===== config.mk =====
export PLATFORM = sky130hd
export DESIGN_NAME = mem_stage
export DESIGN_NICKNAME = d
export VERILOG_FILES = /design/src/rtl/mem_stage.sv
export SDC_FILE = /design/constraint.sdc
export NUM_CORES = 1
export LEC_CHECK = 0
export ABC_AREA = 1
export BUFFER_PORTS_ARGS = -buffer_cell sky130_fd_sc_hd__buf_4
export CORE_AREA = 2 2 171 173
export CTS_CLUSTER_DIAMETER = 120
export DETAILED_ROUTE_END_ITERATION = 7
export DIE_AREA = 0 0 173 175
export SYNTH_ARGS = -nofsm -noshare
export SYNTH_HDL_FRONTEND = slang
export SYNTH_SLANG_ARGS = --single-unit

===== constraint.sdc =====
create_clock -name clk -period 2 [get_ports clk]
set_input_delay 0.2 -clock clk [delete_from_list [all_inputs] [get_ports clk]]
set_output_delay 0.2 -clock clk [all_outputs]
set_load 0.005 [all_outputs]

===== src/rtl/mem_stage.sv =====
// mem_stage: memory-access stage of the vector pipeline.
// Performs scalar (32-bit) and vector (LANES x 32-bit) loads and stores over
// a single 32-bit synchronous data-memory port. Vector accesses are split into
// one beat per lane by a small FSM. Upstream is stalled until the access ends.
//
// Optional build macro MEM_STAGE_PERF_EN: adds output stall_cnt, a saturating
// count of cycles with stall_M=1. Without it the port and counter are absent.
//
// LANES must be at least 2. The lane buffer holds lanes 0..LANES-2. The last
// lane is taken straight from mem_q on the final vector-load cycle.
module mem_stage #(
  parameter int ADDR_W = 10,
  parameter int LANES  = 4
) (
  input  logic                  clk,
  input  logic                  rst,
  input  logic                  valid_M,
  input  logic                  regw_M,
  input  logic                  regmem_M,
  input  logic                  memwr_M,
  input  logic                  vec_M,
  input  logic [3:0]            regScr_M,
  input  logic [31:0]           ALUrslt_M,
  input  logic [31:0]           wdata_M,
  input  logic [32*LANES-1:0]   regVrslt_M,
  output logic [ADDR_W-1:0]     mem_addr,
  output logic [31:0]           mem_data,
  output logic                  mem_wren,
  input  logic [31:0]           mem_q,
  output logic                  stall_M,
  output logic                  regw_MW,
  output logic                  regmem_MW,
  output logic [3:0]            regScr_MW,
  output logic [31:0]           ALUrslt_MW,
  output logic [32*LANES-1:0]   regVrslt_MW
`ifdef MEM_STAGE_PERF_EN
  ,
  output logic [31:0]           stall_cnt
`endif
);

  localparam int BEAT_W = (LANES > 1) ? $clog2(LANES) : 1;
  localparam int BUF_W  = 32 * (LANES - 1);
  localparam logic [BEAT_W-1:0] LAST_BEAT = BEAT_W'(LANES - 1);

  typedef enum logic [1:0] {
    IDLE = 2'd0,
    SLD  = 2'd1,
    VLD  = 2'd2,
    VST  = 2'd3
  } state_t;

  state_t            state_q, state_d;
  logic [BEAT_W-1:0] beat_q, beat_d;
  logic [BUF_W-1:0]  lane_buf_q, lane_buf_d;

  logic [ADDR_W-1:0]   base_s;
  logic                stall_s;
  logic                regw_s;
  logic                regmem_s;
  logic                wren_s;
  logic [31:0]         alu_s;
  logic [32*LANES-1:0] vr_s;

  // Select lane idx of a vector; unmatched lanes contribute zero.
  function automatic logic [31:0] lane_sel(input logic [32*LANES-1:0] v,
                                           input logic [BEAT_W-1:0]   idx);
    logic [31:0] r;
    r = 32'd0;
    for (int k = 0; k < LANES; k++) begin
      r = r | (v[32*k +: 32] & {32{idx == BEAT_W'(k)}});
    end
    return r;
  endfunction

  // Next beat, wrapping from the last lane back to zero.
  function automatic logic [BEAT_W-1:0] beat_next(input logic [BEAT_W-1:0] b);
    return (b == LAST_BEAT) ? BEAT_W'(0) : (b + BEAT_W'(1));
  endfunction

  assign base_s = ALUrslt_M[ADDR_W-1:0];

  // FSM next state, memory port drive and raw (pre-reset-gating) outputs.
  always_comb begin
    state_d    = state_q;
    beat_d     = beat_q;
    lane_buf_d = lane_buf_q;
    mem_addr   = base_s + ADDR_W'(beat_q);
    mem_data   = wdata_M;
    wren_s     = 1'b0;
    stall_s    = 1'b0;
    regw_s     = 1'b0;
    regmem_s   = 1'b0;
    alu_s      = ALUrslt_M;
    vr_s       = regVrslt_M;

    case (state_q)
      IDLE: begin
        beat_d = BEAT_W'(0);
        if (!valid_M) begin
          // Bubble: no access, nothing written back.
          regw_s   = 1'b0;
          regmem_s = 1'b0;
        end else if (memwr_M) begin
          // Stores win over loads and never write the register file.
          wren_s   = 1'b1;
          regw_s   = 1'b0;
          regmem_s = 1'b0;
          if (vec_M) begin
            mem_data = lane_sel(regVrslt_M, beat_q);
            stall_s  = 1'b1;
            beat_d   = BEAT_W'(1);
            state_d  = VST;
          end else begin
            mem_data = wdata_M;
          end
        end else if (regmem_M) begin
          stall_s = 1'b1;
          if (vec_M) begin
            beat_d  = BEAT_W'(1);
            state_d = VLD;
          end else begin
            state_d = SLD;
          end
        end else begin
          // Non-memory op passes straight through.
          regw_s   = regw_M;
          regmem_s = regmem_M;
        end
      end

      SLD: begin
        alu_s    = mem_q;
        regw_s   = regw_M;
        regmem_s = 1'b1;
        state_d  = IDLE;
      end

      VST: begin
        wren_s   = 1'b1;
        mem_data = lane_sel(regVrslt_M, beat_q);
        if (beat_q == LAST_BEAT) begin
          // Last lane: release upstream in this same cycle.
          beat_d  = BEAT_W'(0);
          state_d = IDLE;
        end else begin
          beat_d  = beat_q + BEAT_W'(1);
          stall_s = 1'b1;
        end
      end

      VLD: begin
        // Data read for the previous beat lands in lane beat-1.
        for (int k = 0; k < LANES - 1; k++) begin
          lane_buf_d[32*k +: 32] = (beat_q == BEAT_W'(k + 1)) ? mem_q
                                                               : lane_buf_q[32*k +: 32];
        end
        if (beat_q == BEAT_W'(0)) begin
          // Beat counter wrapped: all reads issued, last lane is on mem_q.
          vr_s     = {mem_q, lane_buf_q};
          regw_s   = regw_M;
          regmem_s = 1'b1;
          state_d  = IDLE;
        end else begin
          beat_d  = beat_next(beat_q);
          stall_s = 1'b1;
        end
      end

      default: begin
        state_d = IDLE;
        beat_d  = BEAT_W'(0);
      end
    endcase
  end

  // Control outputs are forced quiet while reset is asserted; data follows inputs.
  always_comb begin
    stall_M     = rst & stall_s;
    mem_wren    = rst & wren_s;
    regw_MW     = rst & ~stall_s & regw_s;
    regmem_MW   = rst & ~stall_s & regmem_s;
    regScr_MW   = regScr_M;
    ALUrslt_MW  = alu_s;
    regVrslt_MW = vr_s;
  end

  // FSM state, beat counter and lane buffer registers.
  always_ff @(posedge clk or negedge rst) begin
    if (!rst) begin
      state_q    <= IDLE;
      beat_q     <= BEAT_W'(0);
      lane_buf_q <= BUF_W'(0);
    end else begin
      state_q    <= state_d;
      beat_q     <= beat_d;
      lane_buf_q <= lane_buf_d;
    end
  end

`ifdef MEM_STAGE_PERF_EN
  logic [31:0] stall_cnt_q, stall_cnt_d;

  // Saturating count of stalled cycles.
  always_comb begin
    if (stall_M && (stall_cnt_q != 32'hFFFF_FFFF)) begin
      stall_cnt_d = stall_cnt_q + 32'd1;
    end else begin
      stall_cnt_d = stall_cnt_q;
    end
  end

  // Stall counter register.
  always_ff @(posedge clk or negedge rst) begin
    if (!rst) begin
      stall_cnt_q <= 32'd0;
    end else begin
      stall_cnt_q <= stall_cnt_d;
    end
  end

  assign stall_cnt = stall_cnt_q;
`endif

endmodule


==> reports/results.env <==
POST_SYNTHESIS_NET_COUNT=1396
DIE-AREA_UM2=30300
NETLIST_AREA_UM2=7280
CRITICAL_PATH_BUF_INV_COUNT=3
CRIT_PATH_CELL_TRACE='ha_4 > inv_2 > fa_2 > nor2_4 > nand3_4 > buf_6 > xor2_1 > buf_4'
DRT_DRC_VIOLATIONS_LEFT=0
REG2REG_SETUP_SLACK_PS=110
OUTCOME='complete, but fails checks'
CRITICAL_PATH.STARTPOINT_TYPE='flop'
NUMPORTBUFFERS=436
PWR_DENSITY_CELL_nW_PER_UM2=1420
PERIOD_SHARE=1.12
CTS_INSERTED_BUFFERS=9
FLOORPLAN.IO_PINS=445
SETUP_VIOL_COUNT_FINAL=167
TRITONCTS='yes'
CP_TOP_FAMILY='adder cells'
WORST_SLACK_PS=-236
ROUTE.DETAILED.WL_PER_INST_UM=21.6
TIMING.RR.END='state_q[1]$_DFFE_PN0P_'
PLACED_CELLS=1934
ANT_DIODES=0
MIN-DELAY-START='mem_q[8]'
FIRST_PASS_GRT_WIRE_LENGTH_MM=59.7
PRECTSSETUPSLACK_PS=-43.9
SYNTH_CELLS=1150
PLACEMENTROWS=62
SOURCE_TO_SINK_CLOCK_DELAY_AT_THE_LATER_PIN_OF_THE_WORST_SKEW_PAIR_PS=360
CRIT_PATH_END_KIND='output port'
LAYOUTNONFILLERINSTCOUNT=2046
FMAX_MHz=447
MAXIMUM_NUMBER_OF_PINS_ON_ONE_NET_BEFORE_GLOBAL_ROUTE_REPAIR=97
PERIOD_NEEDED_PS=2240
FLOORPLAN.INITIALDENSITY=0.256
GRT_OVERFLOW_TOTAL=0
CRITICALPATHCATEGORY='reg2out'
FINAL_HOLD_VIOL_COUNT=0
GRT_PASS1_VIAS=9937
AVERAGE_FOOTPRINT_OF_A_SYNTHESIZED_CELL_UM2=6.33
CORE-AREA_UM2=28400
GRT_ANTENNA_BEFORE_REPAIR=0
GRT_USE_TOTAL=0.260
POSTPLACECELLAREA_UM2=11100
VIOLATED_CHECKS='setup timing'
SYNTH_CELL_TYPE_COUNT=26
HPWL_AFTER_DETAILED_PLACEMENT_MM=25.6
CTSROOTBUFFERMASTER='sky130_fd_sc_hd__clkbuf_16'
TIGHTESTPINTRANSITION_PS=573
CRIT_PATH_MAX_FANOUT=5
ROUTED-VIA-COUNT=10200
SLEW_HEADROOM=0.618
CRIT_SLOWEST_CELL='sky130_fd_sc_hd__dfrtp_2'
DETAIL_ROUTE.ITER0.VIOLATIONS=649
PLACE.GP.CONGESTION=0.880
FF_LATCH_AREA_UM2=2510
LAYOUT-AREA-OVERHEAD-VS-SYNTH_PCT=121
REGTOREGSTARTPOINT='state_q[0]$_DFFE_PN0P_'
CLK_SKEW_PS=12.2
SYNTH_WARNINGS=0
MAX-CAP-VIOLATIONS=0
SETUP_TOTAL_NEGATIVE_SLACK_PS=-23270
LAYOUT.NETS=1903
CP_DATA_REQUIRED_TIME_PS=1800
CLKSLEWWORSTSETUPHOLDPATHS_PS=80
SYNTH_SEQUENTIAL_AREA_RATIO=0.344
DRT_WL_TOTAL_MM=44.2
DIE_HEIGHT_UM=175
MULTI_INPUT_COMB_AREA_UM2=6450
TIMING.FINAL.MAX_SLEW_VIOLATIONS=0
DETAIL_ROUTE.VIAS_PER_CELL=4.97
MAX_STAGE_DELAY_PS=450
GRT_SETUP_UNREPAIRED='yes'
RR_WORST_DEPTH=13
CELLLEAKAGEPOWER_nW=8.34
DIEWIDTH_UM=173
LAYOUT-DRIVE-GT1-SHARE=0.650
DESIGN_AREA_UM2=16100
MIN_PATH_TYPE='in2reg'
ROUTE.ANTENNA.REMAINING_NETS=0
NUM-FILL-CELLS=2523
WHS_ENDPOINT='lane_buf_q[72]$_DFFE_PN0P_'
TRITONCTS_NUM_SINKS=100
VDD_IR_DROP_MAX_mV=0.619
YOSYS_REGISTER_BITS=100
MIN_DELAY_PATH_DEPTH=3
CP.ARRIVAL_PS=2040
FIRSTDRTPASSITERS=5
MAX-CLOCK-PATH-BUFFERS=2
CTS_MAX_LEVEL=3
## worst max path at each step
stage	start	to	slack (ps)	depth (start not counted)
2_1_floorplan	beat_q[0]$_DFFE_PN0P_	mem_addr[8]	230	7
3_3_place_gp	beat_q[0]$_DFFE_PN0P_	mem_addr[6]	-20	8
3_5_place_dp	beat_q[0]$_DFFE_PN0P_	mem_addr[6]	-40	8
4_1_cts	beat_q[0]$_DFFE_PN0P_	mem_addr[6]	-210	8
5_1_grt	beat_q[0]$_DFFE_PN0P_	regw_MW	-330	13
6_report	beat_q[0]$_DFFE_PN0P_	mem_addr[6]	-240	8
## cells in the mapped netlist (all sizes together)
library cell	number	area (um^2)
nor2	12	45.0
nand2	604	2290
a31oi	1	6.26
clkbuf	15	56.3
fa	1	20.0
a21oi	30	150
nand4	1	6.26
xor2	5	43.8
o21ai	210	1170
buf	64	427
ha	10	125
inv	57	216
or2	2	12.5
xnor2	1	8.76
o211ai	1	21.3
dfrtp	100	2500
nand3	36	185
## per-layer routing
| layer | wire [um] | GRT usage | vias to the layer above |
|---|---|---|---|
| li1 | - | - | 4686 |
| met1 | 17600 | 0.323 | 4868 |
| met2 | 21900 | 0.450 | 505 |
| met3 | 3040 | 0.0483 | 103 |
| met4 | 1710 | 0.0953 | 0 |
| met5 | 0 | 0 | - |
## cells by family (layout without fill, tap and decap cells)
group | Yosys count | after routing | synth area share
and+or+nand+nor | 655 | 657 | 0.348
buffers and inverters | 136 | 646 | 0.0961
DFF | 100 | 100 | 0.344
AOI/OAI and AO/OA | 242 | 242 | 0.185
adders and majority gates | 11 | 11 | 0.0199
xor gates and xnor gates | 6 | 6 | 0.00722
## through the flow
| step | util | power (mW) | hold WS [ps] |
|---|---|---|---|
| 6_report | 0.566 | 22.7 | 196 |
| 5_1_grt | 0.566 | 23.8 | 217 |
| 4_1_cts | 0.502 | 20.1 | 173 |
| 3_5_place_dp | 0.391 | 12.9 | 48.2 |
| 3_3_place_gp | 0.391 | 12.8 | 47.2 |
| 2_1_floorplan | - | 8.07 | -95.6 |
## worst min-delay path: stages
cell and delay, ps:
sky130_fd_sc_hd__buf_4 80, sky130_fd_sc_hd__inv_1 80, sky130_fd_sc_hd__o21ai_0 160
## flip-flops by register name (all words and copies together) (netlist names)
name,flops
beat_q,2
lane_buf_q,96
state_q,2
## layout make-up
class,count,area share
clock buffer,11,0.0151
sequential,100,0.156
timing repair buffer,573,0.377
tap,384,0.0299
inverter,57,0.0161
clock inverter,5,0.00374
multi-input combinational,916,0.402
## where the power goes
group	leakage [nW]	total (mW)	internal, mW	switching (mW)
logic	7.07	16.9	8.56	8.35
clock network	0.146	1.86	1.01	0.842
registers	1.12	3.96	3.00	0.962
## cell usage in the layout (no fill, tap or decap), types with 5 or more instances in the layout
master and instances:
sky130_fd_sc_hd__inv_2 7, sky130_fd_sc_hd__dfrtp_1 97, sky130_fd_sc_hd__a21oi_4 6, sky130_fd_sc_hd__nand2_2 162
sky130_fd_sc_hd__nor2_2 7, sky130_fd_sc_hd__buf_8 12, sky130_fd_sc_hd__inv_1 44, sky130_fd_sc_hd__ha_4 10
sky130_fd_sc_hd__buf_4 367, sky130_fd_sc_hd__nand3_2 22, sky130_fd_sc_hd__buf_6 114, sky130_fd_sc_hd__nand2_4 154
sky130_fd_sc_hd__nand3_1 6, sky130_fd_sc_hd__xor2_1 5, sky130_fd_sc_hd__buf_12 43, sky130_fd_sc_hd__o21ai_1 10
sky130_fd_sc_hd__buf_16 27, sky130_fd_sc_hd__o21ai_0 126, sky130_fd_sc_hd__nand3_4 8, sky130_fd_sc_hd__o21ai_4 8
sky130_fd_sc_hd__clkbuf_16 18, sky130_fd_sc_hd__a21oi_2 24, sky130_fd_sc_hd__nand2_1 286, sky130_fd_sc_hd__o21ai_2 66
## repair_timing
item | CTS | global route
gates resized for setup | 432 | 502
setup buffers | 55 | 16
setup endpoints to repair | 172 | 197
hold buffers | 1 | 0
pin swaps | 70 | 120
gates cloned | 35 | 9
endpoints found under the hold margin | 4 | 0
Note: power is estimated with default switching activity, not from simulation.
